### config.mk
export PLATFORM = sky130hd
export DESIGN_NAME = muldiv_seq
export DESIGN_NICKNAME = d
export VERILOG_FILES = /design/src/rtl/muldiv_seq.sv
export SDC_FILE = /design/constraint.sdc
export NUM_CORES = 1
export LEC_CHECK = 0
export CORE_UTILIZATION = 28
export CTS_CLUSTER_SIZE = 28
export DETAILED_ROUTE_END_ITERATION = 10
export GPL_TIMING_DRIVEN = 0
export PLACE_DENSITY = 0.56
export SETUP_SLACK_MARGIN = 0.05
export SYNTH_ARGS = -nofsm -noshare
export SYNTH_HDL_FRONTEND = slang
export SYNTH_SLANG_ARGS = --single-unit
export TNS_END_PERCENT = 5
### constraint.sdc
create_clock -name clk -period 1.2 [get_ports clk]
set_input_delay 0.24 -clock clk [delete_from_list [all_inputs] [get_ports clk]]
set_output_delay 0.24 -clock clk [all_outputs]
set_load 0.02 [all_outputs]
### src/rtl/muldiv_seq.sv
// Multiply/divide step sequencer for the AMIN arithmetic card.
// Runs unsigned NBITSxNBITS shift/add multiply and 2N/N restoring divide.
module muldiv_seq #(
   parameter int unsigned NBITS = 16
) (
   input  logic       clk,
   input  logic       MCL,
   input  logic       start,
   input  logic       op,
   input  logic       CO,
   input  logic       AC0,
   input  logic       AC15,
   input  logic       SH0,
   input  logic       SH15,
   output logic       own,
   output logic       busy,
   output logic       done,
   output logic       ovf,
   output logic       ACKL,
   output logic       SHKL,
   output logic       M,
   output logic       C,
   output logic       BC0,
   output logic       BC15,
   output logic       SHM,
   output logic       SHX,
   output logic [1:0] SHS,
   output logic [2:0] SL,
   output logic [3:0] S
);

   localparam int unsigned CntW = (NBITS > 1) ? $clog2(NBITS) : 1;

   typedef enum logic [3:0] {
      StIdle, StMclr, StMadd, StMshf, StDchk, StDshf, StDtrl, StDfin, StDone
   } state_e;

   state_e            state_q, state_d;
   logic [CntW-1:0]   count_q, count_d;
   logic              carry_q, carry_d;
   logic              ext_q, ext_d;
   logic              q_q, q_d;
   logic              ovf_q, ovf_d;
   logic              last;

   assign last = (count_q == CntW'(NBITS - 1));

   always_ff @(posedge clk or posedge MCL) begin
      if (MCL) begin
         state_q <= StIdle;
         count_q <= '0;
         carry_q <= 1'b0;
         ext_q   <= 1'b0;
         q_q     <= 1'b0;
         ovf_q   <= 1'b0;
      end else begin
         state_q <= state_d;
         count_q <= count_d;
         carry_q <= carry_d;
         ext_q   <= ext_d;
         q_q     <= q_d;
         ovf_q   <= ovf_d;
      end
   end

   always_comb begin
      state_d = state_q;
      count_d = count_q;
      carry_d = carry_q;
      ext_d   = ext_q;
      q_d     = q_q;
      ovf_d   = ovf_q;
      case (state_q)
         StIdle: begin
            if (start) begin
               ovf_d   = 1'b0;
               state_d = op ? StDchk : StMclr;
            end
         end
         StMclr: begin
            count_d = '0;
            state_d = StMadd;
         end
         StMadd: begin
            carry_d = SH0 & CO;
            state_d = StMshf;
         end
         StMshf: begin
            if (last) begin
               state_d = StDone;
            end else begin
               count_d = count_q + 1'b1;
               state_d = StMadd;
            end
         end
         StDchk: begin
            // AC >= A means the quotient cannot fit (also catches A = 0)
            if (CO) begin
               ovf_d   = 1'b1;
               state_d = StDone;
            end else begin
               count_d = '0;
               q_d     = 1'b0;
               state_d = StDshf;
            end
         end
         StDshf: begin
            ext_d   = AC15;
            state_d = StDtrl;
         end
         StDtrl: begin
            q_d = CO | ext_q;
            if (last) begin
               state_d = StDfin;
            end else begin
               count_d = count_q + 1'b1;
               state_d = StDshf;
            end
         end
         StDfin:  state_d = StDone;
         StDone:  state_d = StIdle;
         default: state_d = StIdle;
      endcase
   end

   always_comb begin
      ACKL = 1'b0;
      SHKL = 1'b0;
      M    = 1'b0;
      C    = 1'b0;
      BC0  = 1'b0;
      BC15 = 1'b0;
      SHM  = 1'b0;
      SHX  = 1'b0;
      SHS  = 2'b00;
      SL   = 3'd0;
      S    = 4'b0000;
      case (state_q)
         StMclr: begin
            M    = 1'b1;
            S    = 4'b1100;
            ACKL = 1'b1;
         end
         StMadd: begin
            SL   = 3'd3;
            S    = 4'b0001;
            ACKL = SH0;
         end
         StMshf: begin
            SL   = 3'd4;
            BC0  = carry_q;
            M    = 1'b1;
            S    = 4'b1111;
            ACKL = 1'b1;
            SHKL = 1'b1;
            SHS  = 2'b10;
            SHM  = AC0;
         end
         StDchk: begin
            SL = 3'd3;
            S  = 4'b0110;
            C  = 1'b1;
         end
         StDshf: begin
            SL   = 3'd5;
            BC15 = SH15;
            M    = 1'b1;
            S    = 4'b1111;
            ACKL = 1'b1;
            SHKL = 1'b1;
            SHS  = 2'b01;
            SHX  = q_q;
         end
         StDtrl: begin
            SL   = 3'd3;
            S    = 4'b0110;
            C    = 1'b1;
            ACKL = CO | ext_q;
         end
         StDfin: begin
            SHKL = 1'b1;
            SHS  = 2'b01;
            SHX  = q_q;
         end
         default: ;
      endcase
   end

   assign busy = (state_q != StIdle);
   assign own  = busy;
   assign done = (state_q == StDone);
   assign ovf  = ovf_q;

endmodule

# == Word level (Yosys, flattened, before mapping) ==
# Cells that the tools add are included.
# W data, S select, Z words.
# totals
reg_bits,12
out_inout_bits,21
wordCells,62
# classes
n_addsub,1
eq_ne,13
muxes,25
bitwise,2
reduce_logical,15
# ops
op,count
$pmux W4 S8,1
$mux W4,5
$eq A4 B3 Y1 const B,4
$pmux W4 S4,1
$pmux W4 S3,1
$mux W1,10
$pmux W3 S3,1
$reduce_or A3 Y1,3
$eq A4 B2 Y1 const B,2
$eq A4 B4 Y1 const B,2
$ne A2 B2 Y1 const B,4
$reduce_or A2 Y1,4
$reduce_and A3 Y1,2
$add A4 B1 Y4 const B,1
$eq A4 B1 Y1 const B,1
$logic_not A4 Y1,1
$pmux W1 S2,2
$pmux W2 S2,1
$reduce_bool A2 Y1,2
$reduce_bool A4 Y1,1
$mux W3,1
$pmux W1 S3,1
$reduce_bool A3 Y1,1
$mux W2,1
other kinds (3),3

# == Logic depth before layout (Yosys ltp) ==
# depth
word_depth,4
depth_mapped,6
ltp_nobuf,4

# == Worst setup path before layout ==
# Ideal clock, no wire load.
# synth_timing
path_kind,register to output
startpoint,register state_q[1]
endpoint,output SL[2]
arrival_time_ps,1600
required_ps,960
slack_ps,-640
path_stages_with_launch,6
n_path_buf,1
path_cell_list,dfrtp_1 -> buf_2 -> and2b_1 -> nand2_1 -> a21oi_1 -> a21boi_1
# synth_via
elab_chain_cells,3
elab_cells_between_ends,7
classes_between,5 x eq/ne; 1 x mux; 1 x reduce/logical
# synth_lines
item,line_no,source
"start, declared",38,"state_e state_q, state_d;"
"start signal, assigned",50,state_q <= StIdle;
"start signal, assigned",57,state_q <= state_d;
$eq A4 B3 Y1 or $eq A4 B2 Y1 (tied branches),138,case (state_q)
$reduce_or A3 Y1 (no source line),-,
$pmux W3 S3 *,138,
"end, declared",28,"output logic [2:0] SL,"
# Every way passes the cells marked *; elsewhere a longest branch is shown, timed or not.

# == Worst setup path in the final report ==
# Ends and elaborated chain as after synthesis.

==> run_results.csv <==
group,metric,value,unit
final_layout,diodes,0,
floorplan,rows,19,
min_path,hp-class,"in2async",
clock_network,cts_made_buffers,3,
clock_network,cts-root-buf,"clkbuf_4",
placement,place_inst,171,
worst_setup_path,cpMostUsedCell,"buf_6",
grt,grt_pass1_vias,909,
synthesis,synth_top_area_share,0.347,
final_layout,final_util,0.495,
placement,dpl.hpwl,1740,um
routing,wirelength,2430,um
timing,fin_setup_tns,-8.82,ns
floorplan,initial_core_util,0.306,
final_layout,syn_to_final_growth,61.9,%
routing,highest_layer,"met4",
power_and_ir_drop,powerDensity,2860,nW/um2
timing,min_period,1.76,ns
timing,setup_viol,29,
clock_network,cts_tree,"yes",
clock_network,clockBufferDepth,2,
routing,route.detailed.wl_per_inst,13.3,um
run_status,status,"finished with violations",
power_and_ir_drop,vdd_drop_max,1160,uV
floorplan,die_w,57.6,um
routing,routed-via-count,925,
floorplan,die_y,57.6,um
worst_setup_path,crit_path_cell_trace,"buf_6, and2b_2, nand2_2, a21oi_4, a21boi_4, buf_6",
timing,fin_skew,0.0139,ns
worst_setup_path,cp_max_fo,5,
worst_setup_path,critical-path-max-stage-delay,0.38,ns
routing,met1_length,1130,um
routing,drtIter0Drc,29,
synthesis,syn_area_per_cell,7.79,um2
flow_run,maxCapViolations,0,
routing,met3_wirelength,153,um
worst_setup_path,cp-end-kind,"output pin",
synthesis,yosys.area.top_type,"dfrtp_1",
floorplan,ios,30,
timing,timing.final.ws_setup,-0.556,ns
timing,fmax,570,MHz
synthesis,syn_nets,121,
clock_network,clock-sinks,12,
timing,hold_ws,0.268,ns
timing,maxSlewHeadroom,0.681,
routing,vias_per_cell,5.05,
final_layout,drive_gt1_frac,0.454,
timing,maxSlewViolCount,0,
grt,grt_overflow,0,
placement,gp_congestion,0.805,
synthesis,syn_area,865,um2
clock_network,clk_pin_slew,0.09,ns
grt,antenna_found_initial,0,
placement,io_buffers,29,
power_and_ir_drop,leakagePower,0.659,nW
timing,hold_viol,0,
timing,worst_slew_pin_slew,0.477,ns
worst_setup_path,worstPathRequired,0.96,ns
grt,grt_pass1_wl,4130,um
final_layout,layout.cells.non_filler,183,
synthesis,ys_types,38,
clock_network,htreeDepth,1,
floorplan,die-area,3310,um2
timing,period_share,1.46,
floorplan,core,2830,um2
synthesis,syn_inst,111,
timing,rsz0062_at_grt,"true",
routing,drtPass1Iterations,7,
placement,dp_slack,-0.966,ns
grt,grt_max_degree,13,
worst_setup_path,crit_slowest_cell,"dfrtp_1",
final_layout,finalNetCount,163,
worst_setup_path,crit_arrival,1.52,ns
synthesis,ys_ff_latch,12,
routing,ant_nets,0,
synthesis,ys_seq_area_frac,0.347,
run_status,violations,"design-rule violations, negative setup slack",
worst_setup_path,rrSetupSlack,-0.26,ns
synthesis,yosysWarnings,0,
clock_network,clk_latency,0.28,ns
routing,drc,2,
grt,gr-usage-all-layers,0.159,
synthesis,synthTopCellsByArea,"dfrtp_1, a21oi_1, nand2_1",
worst_setup_path,path_class,"reg2out",
routing,route.met2.wl,1120,um
worst_setup_path,crit_path_start_kind,"flop",
==> repair_timing <==
item / CTS / global route
endpoints found under the setup margin: 33 / 32
pin swaps: 4 / 0
resized for setup: 133 / 10
hold buffers: 0 / 0
setup buffers: 7 / 1
==> critical path, delay by kind of cell (launching register included) <==
family / cells / cell delay, ns
flops: 1 / 0.38
simple gates: 2 / 0.30
compound gates: 2 / 0.30
buf+inv: 2 / 0.26
==> report_power, final <==
group	internal (W)	leakage (nW)	total, W	switching (W)
sequential	0.000552	0.152	0.000673	0.000121
clock	0.000184	0.0210	0.000324	0.000139
combinational	0.00137	0.486	0.00301	0.00164
==> cell families after synthesis <==
family / count (synthesis) / share of synthesized area
flops: 12 / 0.347
buf+inv: 16 / 0.0970
fa+ha+maj: 1 / 0.0145
mux: 1 / 0.0130
xor+xnor: 2 / 0.0203
simple gates: 49 / 0.282
compound gates: 30 / 0.226
==> path summary, 6_finish.rpt <==
kind / from / endpoint / depth (start not counted)
min: MCL / count_q[2]$_DFFE_PP0P_ / 2
min in group clk: CO / carry_q$_DFFE_PP0P_ / 3
max reg2reg: state_q[1]$_DFFE_PP0P_ / count_q[1]$_DFFE_PP0P_ / 7
max: state_q[1]$_DFFE_PP0P_ / SL[2] / 6
min reg2reg: carry_q$_DFFE_PP0P_ / carry_q$_DFFE_PP0P_ / 2
max in group asynchronous: MCL / state_q[3]$_DFFE_PP0P_ / 2
==> through the flow <==
step | power, W | area, um2
floorplan | 0.00244 | 915
global placement | 0.00337 | 1240
detailed placement | 0.00338 | 1240
CTS | 0.00395 | 1380
global route | 0.00430 | 1400
finish | 0.00401 | 1400
==> layout make-up <==
class                   count  area (um2)
plain buffers               8        92.6
clock buffers               4        36.3
fillers                   291        1430
inverters                   8        32.5
multi-input cells          83         598
flip-flops and latches     12         302
well taps                  31        38.8
repair buffers             37         300
==> placed cells by master (no fill, tap or decap), types with 4 or more instances in the layout <==
cell type         n
buf_4            19
dfrtp_1          11
buf_6             9
a21oi_1           9
nand2_1           7
nor2_1            7
clkdlybuf4s50_1   7
inv_1             6
buf_2             6
nand2_2           4
==> routing by layer <==
layer  track usage  vias to the layer above
li1              -                      467
met1         0.218                      424
met2         0.264                       30
met3        0.0385                        4
met4        0.0105                        0
met5             0                        -
==> Yosys cell counts (all sizes together) <==
cell type  instances
dfrtp             12
nand2             12
nor2              12
a21oi             11
inv                8
buf                7
o21ai              6
nor3               5
and2               4
nand2b             4
and3               3
nand3              3
a22o               2
nor2b              2
o311ai             2
a21boi             1
a221oi             1
a22oi              1
a31oi              1
a32o               1
and2b              1
clkbuf             1
ha                 1
mux2               1
nor3b              1
nor4               1
o22a               1
o22ai              1
o31ai              1
o41ai              1
or2                1
xnor2              1
xor2               1
==> registers in the layout (all words and copies together), names as in the netlist <==
| signal | flops |
|---|---|
| state_q | 4 |
| ext_q | 1 |
| carry_q | 1 |
| q_q | 1 |
| ovf | 1 |
| count_q | 4 |
Note: power is estimated with default switching activity, not from simulation.
